## src/rtl/criq_pkg.sv

```systemverilog
// Shared helpers for the CSR/commit instruction queue: pointer sizing and
// elaboration-time legality checks of the queue geometry.
package criq_pkg;

    // Ceiling log2, usable in parameter expressions.
    function automatic int clog2(input int value);
        int result;
        result = 0;
        for (int i = 0; i < 31; i++) begin
            if ((1 << i) < value) begin
                result = i + 1;
            end
        end
        return result;
    endfunction

    function automatic bit is_pow2(input int value);
        return (value > 0) && ((value & (value - 1)) == 0);
    endfunction

    // Legal geometry: DEPTH a power of two and at least 4, 1 <= PEEK <= DEPTH.
    function automatic bit params_ok(input int depth, input int peek);
        return is_pow2(depth) && (depth >= 4) && (peek >= 1) && (peek <= depth);
    endfunction

endpackage

```

## src/rtl/criq_mem.sv

```systemverilog
// Queue storage: two synchronous write ports (tail, tail+1) and PEEK
// asynchronous read ports returning entries base+k, wrapping modulo DEPTH.
// Contents are deliberately not reset.
module criq_mem
    import criq_pkg::*;
#(
    parameter int WIDTH = 23,
    parameter int DEPTH = 8,
    parameter int PEEK  = 6,
    parameter int PTRW  = 3
) (
    input  logic                  clk,
    input  logic                  we0,
    input  logic [PTRW-1:0]       addr0,
    input  logic [WIDTH-1:0]      data0,
    input  logic                  we1,
    input  logic [PTRW-1:0]       addr1,
    input  logic [WIDTH-1:0]      data1,
    input  logic [PTRW-1:0]       base,
    output logic [PEEK*WIDTH-1:0] rdata
);

    logic [WIDTH-1:0] mem [DEPTH];

    // Write both ports; the two addresses always differ since DEPTH >= 4.
    always_ff @(posedge clk) begin
        if (we0) begin
            mem[addr0] <= data0;
        end
        if (we1) begin
            mem[addr1] <= data1;
        end
    end

    for (genvar k = 0; k < PEEK; k++) begin : g_rd
        logic [PTRW-1:0] addr;
        assign addr = base + PTRW'(k);
        assign rdata[k*WIDTH +: WIDTH] = mem[addr];
    end

endmodule

```

## src/rtl/criq_peek_queue.sv

```systemverilog
// Circular instruction queue between decode and CSR execute/commit: up to two
// in-order pushes and one pop per cycle, exact occupancy tracking, and a head
// lookahead window of PEEK entries. Flushed by CriqClean on redirect.
//
// Handshake: there is no ready signal. A push of n entries (n = Wable0 +
// Wable1) is accepted all-or-nothing when DEPTH - count >= n at the start of
// the cycle; a pop is accepted when count > 0 at the start of the cycle. A
// same-cycle pop never creates room and a same-cycle push never feeds a pop.
// Rejections are reported through the sticky OvfErr / UdfErr flags.
module criq_peek_queue
    import criq_pkg::*;
#(
    parameter int  WIDTH = 23,
    parameter int  DEPTH = 8,
    parameter int  PEEK  = 6,
    localparam int PTRW  = clog2(DEPTH)
) (
    input  logic                  Clk,
    input  logic                  Rest,
    input  logic                  Wable0,
    input  logic [WIDTH-1:0]      Din0,
    input  logic                  Wable1,
    input  logic [WIDTH-1:0]      Din1,
    input  logic                  Rable,
    input  logic                  CriqClean,
    output logic [WIDTH-1:0]      Dout,
    output logic                  DoutValid,
    output logic [WIDTH-1:0]      CriqPreOut,
    output logic [PEEK*WIDTH-1:0] PeekData,
    output logic [PEEK-1:0]       PeekValid,
    output logic [PTRW:0]         CriqCount,
    output logic                  CriqFull,
    output logic                  CriqEmpty,
    output logic                  CriqRoom2,
    output logic                  OvfErr,
    output logic                  UdfErr
);

    localparam int CNTW = PTRW + 1;

    if (!params_ok(DEPTH, PEEK)) begin : g_bad_params
        $error("criq_peek_queue: DEPTH must be a power of two >= 4 and 1 <= PEEK <= DEPTH");
    end

    logic [PTRW-1:0]  head;
    logic [PTRW-1:0]  tail;
    logic [CNTW-1:0]  count;
    logic [CNTW-1:0]  free_slots;
    logic [CNTW-1:0]  push_n;
    logic [CNTW-1:0]  push_acc;
    logic             push_ok;
    logic             push_rej;
    logic             pop_ok;
    logic             mem_we0;
    logic             mem_we1;
    logic [WIDTH-1:0] mem_data0;
    logic [PTRW-1:0]  tail_plus1;

    // Acceptance decisions, judged only against start-of-cycle occupancy.
    always_comb begin
        free_slots = CNTW'(DEPTH) - count;
        push_n     = CNTW'(Wable0) + CNTW'(Wable1);
        push_ok    = (push_n != '0) && (free_slots >= push_n);
        push_rej   = (push_n != '0) && !push_ok;
        push_acc   = push_ok ? push_n : '0;
        pop_ok     = Rable && (count != '0);
        // A lone Wable1 entry still lands at tail; Din0 wins tail when both push.
        mem_data0  = Wable0 ? Din0 : Din1;
        mem_we0    = push_ok && !CriqClean;
        mem_we1    = push_ok && Wable0 && Wable1 && !CriqClean;
        tail_plus1 = tail + PTRW'(1);
    end

    criq_mem #(
        .WIDTH (WIDTH),
        .DEPTH (DEPTH),
        .PEEK  (PEEK),
        .PTRW  (PTRW)
    ) u_mem (
        .clk   (Clk),
        .we0   (mem_we0),
        .addr0 (tail),
        .data0 (mem_data0),
        .we1   (mem_we1),
        .addr1 (tail_plus1),
        .data1 (Din1),
        .base  (head),
        .rdata (PeekData)
    );

    // Pointer, occupancy, pop output and sticky error state; flush dominates.
    always_ff @(posedge Clk or posedge Rest) begin
        if (Rest) begin
            head      <= '0;
            tail      <= '0;
            count     <= '0;
            Dout      <= '0;
            DoutValid <= 1'b0;
            OvfErr    <= 1'b0;
            UdfErr    <= 1'b0;
        end else if (CriqClean) begin
            head      <= '0;
            tail      <= '0;
            count     <= '0;
            DoutValid <= 1'b0;
            OvfErr    <= 1'b0;
            UdfErr    <= 1'b0;
        end else begin
            if (push_ok) begin
                tail <= tail + PTRW'(push_n);
            end
            if (pop_ok) begin
                head <= head + PTRW'(1);
                Dout <= CriqPreOut;
            end
            DoutValid <= pop_ok;
            count     <= count + push_acc - CNTW'(pop_ok);
            if (push_rej) begin
                OvfErr <= 1'b1;
            end
            if (Rable && !pop_ok) begin
                UdfErr <= 1'b1;
            end
        end
    end

    for (genvar k = 0; k < PEEK; k++) begin : g_pv
        assign PeekValid[k] = (CNTW'(k) < count);
    end

    assign CriqPreOut = PeekData[WIDTH-1:0];
    assign CriqCount  = count;
    assign CriqFull   = (count == CNTW'(DEPTH));
    assign CriqEmpty  = (count == '0);
    assign CriqRoom2  = (free_slots >= CNTW'(2));

endmodule

```

## config.mk

```make
export PLATFORM = sky130hd
export DESIGN_NAME = criq_peek_queue
export DESIGN_NICKNAME = d
export VERILOG_FILES = /design/src/rtl/criq_pkg.sv /design/src/rtl/criq_mem.sv /design/src/rtl/criq_peek_queue.sv
export SDC_FILE = /design/constraint.sdc
export NUM_CORES = 1
export LEC_CHECK = 0
export BUFFER_PORTS_ARGS = -buffer_cell sky130_fd_sc_hd__buf_2
export CORE_ASPECT_RATIO = 0.6
export CORE_MARGIN = 1
export CORE_UTILIZATION = 42
export DETAILED_ROUTE_END_ITERATION = 6
export GPL_ROUTABILITY_DRIVEN = 0
export GPL_TIMING_DRIVEN = 0
export HOLD_SLACK_MARGIN = 0.12
export PLACE_DENSITY = 0.6
export SYNTH_ARGS = -nofsm -noshare
export SYNTH_HDL_FRONTEND = slang
export SYNTH_HIERARCHICAL = 1
export SYNTH_SLANG_ARGS = --single-unit
export TNS_END_PERCENT = 30
```

## constraint.sdc

```tcl
create_clock -name Clk -period 4 [get_ports Clk]
set_input_delay 0.2 -clock Clk [delete_from_list [all_inputs] [get_ports Clk]]
set_output_delay 0.2 -clock Clk [all_outputs]
set_load 0.02 [all_outputs]
```

==> results_dict.tcl, run 1 <==
set metrics [dict create \
    layoutNonFillerInstCount 1914 \
    max_freq_mhz 253 \
    p_leak_nw 7.52 \
    antenna_left 0 \
    nets 1439 \
    viasPerCell 6.41 \
    io_pins 252 \
    finalWirelength_um 61800 \
    area_growth_pct 18.9 \
    synth_top_family_by_area "multiplexers" \
    synthAdderAreaFrac_pct 1.67 \
    wl_met2_um 27000 \
    r2r_end "u_mem/mem[2][10]$_DFFE_PP_" \
    synth_edf_count 184 \
    slew_headroom_pct 26.0 \
    syn_area_um2 17400 \
    grt_pass1_vias 12000 \
    drv_slew 0 \
    ys_async_sr_fraction_pct 16.4 \
    r2r_start "CriqCount[0]$_DFF_PP0_" \
    drc 0 \
    critPathKind "flip-flop to output pin" \
    start_util_pct 42.8 \
    cp_data_required_time_ns 3.80 \
    power_density_nw_per_um2 666 \
    clk_latency_ns 0.55 \
    synth_compound_area_share_pct 0.829 \
    wire_per_inst_um 32.3 \
    cts_root_buf "clkbuf_16" \
    post-route-period-util_pct 98.9 \
    dp_cells 1840 \
    mappedNetlistNets 1125 \
    top_layer "met4" \
    antenna_found_initial 1 \
    row_count 57 \
    synthSimpleGateAreaFrac_pct 1.46 \
    synth_largest_type_area_fraction_pct 31.8 \
    drt_first_iter_violations 1535 \
    cp-start-kind "flip-flop" \
    outcome "finished, final reports clean" \
    fin_crit_ns 3.96 \
    synth-warning-count 6 \
    synthCells 1051 \
    hpwl_um 42900 \
    path_max_fanout 10 \
    final_layout_size_suffix_gt1_share_pct 71.4 \
    synth_cell_types 45 \
    synth-xor-area-share_pct 0.540 \
    design.core.area_um2 40600 \
    cts.sinks 220 \
    overflow 0 \
    hp-class "primary input to async pin" \
    grt_max_degree 26 \
    track_usage_pct 28.4 \
    cts-buffers-inserted 24 \
    vdd_drop_max_mv 0.371 \
    cp_data_arrival_time_ns 3.76 \
    rsz0062_at_grt "true" \
    dr_wl_met3_um 6590 \
    whs_ns 0.143 \
    tightest_slew_ns 1.11 \
    h-tree-depth 1 \
    ys_ff_latch 220 \
    rrSetupSlack_ns 0.15 \
    synthFlopType "edfxtp_1" \
    worst_setup_path_end_kind "output pin" \
    syn_avg_cell_area_um2 16.5 \
    die_x_um 265 \
    dieArea_um2 42200 \
    num_vias 12300 \
    portBuffers 251 \
    setup_violations 0 \
    hold_violations 0 \
    path_clk_slew_ns 0.07 \
    ctsLongestPathBuffers 3 \
    synth_mux_area_share_pct 53.6 \
    yosysSeqAreaShare_pct 37.0 \
    fin_worst_skew_ns 0.0147 \
    antenna_cells 0 \
    die_h_um 160 \
    cts_tree "done" \
    rr_worst_depth 13 \
    m1WireLength_um 26800 \
    drtPass1Iterations 5 \
    final.setup.tns_ns 0 \
    grt_pass1_wl_um 86100 \
    drv_cap 0 \
    yosys.area.top_type "edfxtp_1" \
    netlist_top_cells_area "edfxtp_1, mux4_2, mux2_2" \
]
cell families after synthesis:
group | count (synthesis)
AOI/OAI and AO/OA | 20
xor gates and xnor gates | 9
adders and majority gates | 22
buffers and inverters | 137
DFF | 220
muxes | 600
and+or+nand+nor | 43
metal layers:
metal,global-route usage [%],up-vias
li1,-,4990
met3,7.01,85
met5,0,-
met2,42.2,778
met1,41.8,6425
met4,6.45,0
report_power, final:
part | internal, W | switching [W]
combinational | 0.00368 | 0.00472
clock | 0.00114 | 0.000990
sequential | 0.00289 | 0.000320
cells in the mapped netlist (2+ instances only):
library cell	n
xnor2_1	3
xor2_1	4
clkbuf_1	19
inv_1	20
buf_6	21
a31o_2	2
dfrtp_1	36
nor2_1	11
nand2b_1	5
nand4b_1	3
fa_1	2
a21oi_1	5
buf_4	31
buf_2	44
mux2_4	61
nor4bb_1	3
o21bai_1	2
nand2_1	10
mux4_2	207
mux2_2	303
mux2i_1	2
edfxtp_1	184
ha_1	20
mux2_1	27
nor2b_1	2
o21ai_0	5
layout by cell type, fill, tap and decap left out, types with 11 or more instances in the layout:
cell type      count
clkbuf_1          24
mux4_2           207
inv_1             19
nor2_1            11
dfrtp_1           35
clkbuf_16         24
edfxtp_1         184
ha_1              20
buf_6             21
mux2_2           303
buf_4             41
mux2_1            27
dlygate4sd3_1     26
mux2_4            61
buf_2            286
worst max path at each step:
stage,depth (start not counted),end,startpoint
after floorplan,11,u_mem/mem[7][0]$_DFFE_PP_,Wable0
after CTS,15,u_mem/mem[1][12]$_DFFE_PP_,Wable0
final,11,PeekData[82],head[0]$_DFFE_PP0P_
after global placement,12,u_mem/mem[5][7]$_DFFE_PP_,Wable0
after global routing,12,PeekData[36],head[0]$_DFFE_PP0P_
after detailed placement,16,u_mem/mem[1][7]$_DFFE_PP_,Wable0
layout make-up:
| cell class | count | area [µm²] |
|---|---|---|
| Sequential cell | 220 | 6430 |
| Clock buffer | 35 | 652 |
| Inverter | 21 | 78.8 |
| Clock inverter | 9 | 66.3 |
| Tap cell | 531 | 664 |
| Timing Repair Buffer | 288 | 1750 |
| Multi-Input combinational cell | 696 | 10200 |
| Buffer | 114 | 795 |
| Fill cell | 3423 | 19900 |
what timing repair did:
| action | in CTS | in global routing |
|---|---|---|
| gates resized for setup | 17 | 12 |
| hold buffers | 26 | 0 |
| endpoints found under the setup margin | 398 | 112 |
| endpoints found under the hold margin | 226 | 0 |
| gates cloned | 0 | 2 |
| buffers inserted | 0 | 4 |
per-stage QoR:
step	worst slack [ns]	util [%]	cell area [µm²]	total power, W
4_1_cts	0.0000946	50.6	20500	0.0136
2_1_floorplan	-0.231	-	17400	0.00882
3_3_place_gp	-3.82	47.5	19300	0.0113
5_1_grt	-0.0650	50.9	20600	0.0142
6_report	0.0443	50.9	20600	0.0137
3_5_place_dp	-1.60	48.1	19500	0.0114
flip-flops by register name (all words and copies together) (netlist names):
| name | count |
|---|---|
| OvfErr | 1 |
| u_mem/mem | 184 |
| DoutValid | 1 |
| UdfErr | 1 |
| CriqCount | 4 |
| tail | 3 |
| Dout | 23 |
| head | 3 |
worst max-delay path: stages, from the launching register on:
cell and delay [ns]:
dfrtp_2 0.49, buf_2 0.18, buf_6 0.16, buf_6 0.17
inv_2 0.06, buf_2 0.24, buf_4 0.31, ha_1 0.21
xor2_1 0.45, buf_4 0.38, mux4_2 0.38, buf_2 0.18
(Power assumes the default switching activity.)
==> run 2: changes to the inputs <==
- CTS_BUF_LIST: unset -> sky130_fd_sc_hd__clkbuf_8
==> results_dict.tcl, run 2 (synthesis gave the netlist of run 1 again) <==
set metrics [dict create \
    outcome "finished, final reports clean" \
    multi_input_area_um2 10200 \
    dp_cells 1840 \
    antenna_left 0 \
    hp-class "primary input to async pin" \
    io_pins 252 \
    ff_latch_area_um2 6430 \
    viasPerCell 6.41 \
    antenna_found_initial 1 \
    grt_max_degree 26 \
    fin_worst_skew_ns 0.0231 \
    finalInstanceArea_um2 20600 \
    wire_per_inst_um 32.1 \
    drv_slew 0 \
    path_clk_slew_ns 0.07 \
    setup_violations 0 \
    die_x_um 265 \
    power_density_nw_per_um2 663 \
    h-tree-depth 2 \
    critPathKind "flip-flop to flip-flop" \
    post-cts-setup-buffer-count 0 \
    cp_data_required_time_ns 4.25 \
    row_count 57 \
    final.fill_count 3456 \
    grt_pass1_wl_um 86300 \
    wl_met2_um 27100 \
    ctsLongestPathBuffers 3 \
    design.core.area_um2 40600 \
    track_usage_pct 28.6 \
    clk_latency_ns 0.56 \
    final_common_cell "mux2_2" \
    p_leak_nw 7.58 \
    crit_family "buffers and inverters" \
    antenna_cells 0 \
    area_growth_pct 18.7 \
    hold_violations 0 \
    cts-buffers-inserted 38 \
    slew_headroom_pct 24.0 \
    m1WireLength_um 26300 \
    largest-register "u_mem/mem" \
    dr_wl_met3_um 7240 \
    worst_path_largest_cell_delay_ns 0.45 \
    overflow 0 \
    drtPass1Iterations 5 \
    start_util_pct 42.8 \
    mostFrequentLayoutCells "mux2_2, buf_2, mux4_2" \
    cts_tree "done" \
    hpwl_um 42900 \
    cts.sinks 220 \
    path_cells "inv_1 -> ha_1 -> ha_1 -> a21oi_2 -> a21oi_4 -> and2b_4 -> and3_1 -> buf_2 -> nor4bb_1 -> buf_2 -> buf_2 -> o21bai_4 -> buf_12" \
    largest_register_ff_count 184 \
    portBuffers 251 \
    dieArea_um2 42200 \
    num_vias 12400 \
    post-route-period-util_pct 96.4 \
    worst_setup_path_end_kind "flip-flop" \
    cp_common_cell "buf_2" \
    placed_area_um2 19500 \
    cp_slowest_cell "dfrtp_1" \
    layoutNonFillerInstCount 1935 \
    fin_crit_ns 3.86 \
    die_h_um 160 \
    rsz0062_at_grt "false" \
    finalWirelength_um 62100 \
    cp-start-kind "flip-flop" \
    tightest_slew_ns 1.14 \
    top_layer "met4" \
    grt_pass1_vias 12100 \
    path_max_fanout 16 \
    drt_first_iter_violations 1568 \
    drc 0 \
    drv_cap 0 \
    cp_data_arrival_time_ns 4.10 \
    nets 1449 \
    vdd_drop_max_mv 0.372 \
    cts_root_buf "clkbuf_8" \
    max_freq_mhz 259 \
    critPathBufInv 5 \
    final_layout_size_suffix_gt1_share_pct 71.4 \
]
[run 2: repair_timing]
action	CTS	global route
hold buffers	26	0
hold endpoints to repair	226	0
gates resized for setup	20	14
gates cloned	0	2
endpoints found under the setup margin	396	113
[run 2: where the power goes]
part           internal, W  switching, W
sequential         0.00289      0.000318
combinational      0.00368       0.00471
clock              0.00103       0.00103
total              0.00761       0.00606
[run 2: layer usage]
layer | vias up | GRT usage, %
met2 | 829 | 42.1
li1 | 5005 | -
met4 | 0 | 7.56
met3 | 98 | 8.07
met5 | - | 0
met1 | 6467 | 41.3
[run 2: layout make-up]
class	instances	share of cell area (%)
buffer	114	4.00
clock buffer	42	2.80
clock inverter	27	0.680
inverter	21	0.382
multi-input combinational	696	49.6
sequential	220	31.2
tap	531	3.22
timing repair buffer	284	8.14
[run 2: final timing paths]
| kind | from | slack, ns | end | cells after the start |
|---|---|---|---|---|
| max in group asynchronous | Rest | 3.34 | head[0]$_DFFE_PP0P_ | 4 |
| setup reg to reg | CriqCount[0]$_DFF_PP0_ | 0.14 | u_mem/mem[4][6]$_DFFE_PP_ | 13 |
| setup / recovery | CriqCount[0]$_DFF_PP0_ | 0.14 | u_mem/mem[4][6]$_DFFE_PP_ | 13 |
| hold / removal | Rest | 0.13 | Dout[16]$_DFFE_PP0P_ | 3 |
| min in group Clk | Din0[20] | 0.18 | u_mem/mem[0][20]$_DFFE_PP_ | 3 |
| hold reg to reg | Dout[19]$_DFFE_PP0P_ | 0.48 | Dout[19]$_DFFE_PP0P_ | 1 |
[run 2: tightest hold or removal path, cell delays in order]
cell	delay, ns
dlygate4sd3_1	0.53
buf_2	0.12
inv_2	0.24
[run 2: through the flow]
stage	utilization [%]	setup slack, ns	hold slack [ns]	TNS (ns)	total power [W]
after CTS	50.6	0.0107	0.121	0	0.0136
after detailed placement	48.1	-1.60	0.179	-357.02	0.0114
final	50.8	0.145	0.134	0	0.0137
after floorplan	-	-0.231	0.266	-15.66	0.00882
after global placement	47.5	-3.82	0.443	-610.91	0.0113
after global routing	50.8	0.00543	0.130	0	0.0142
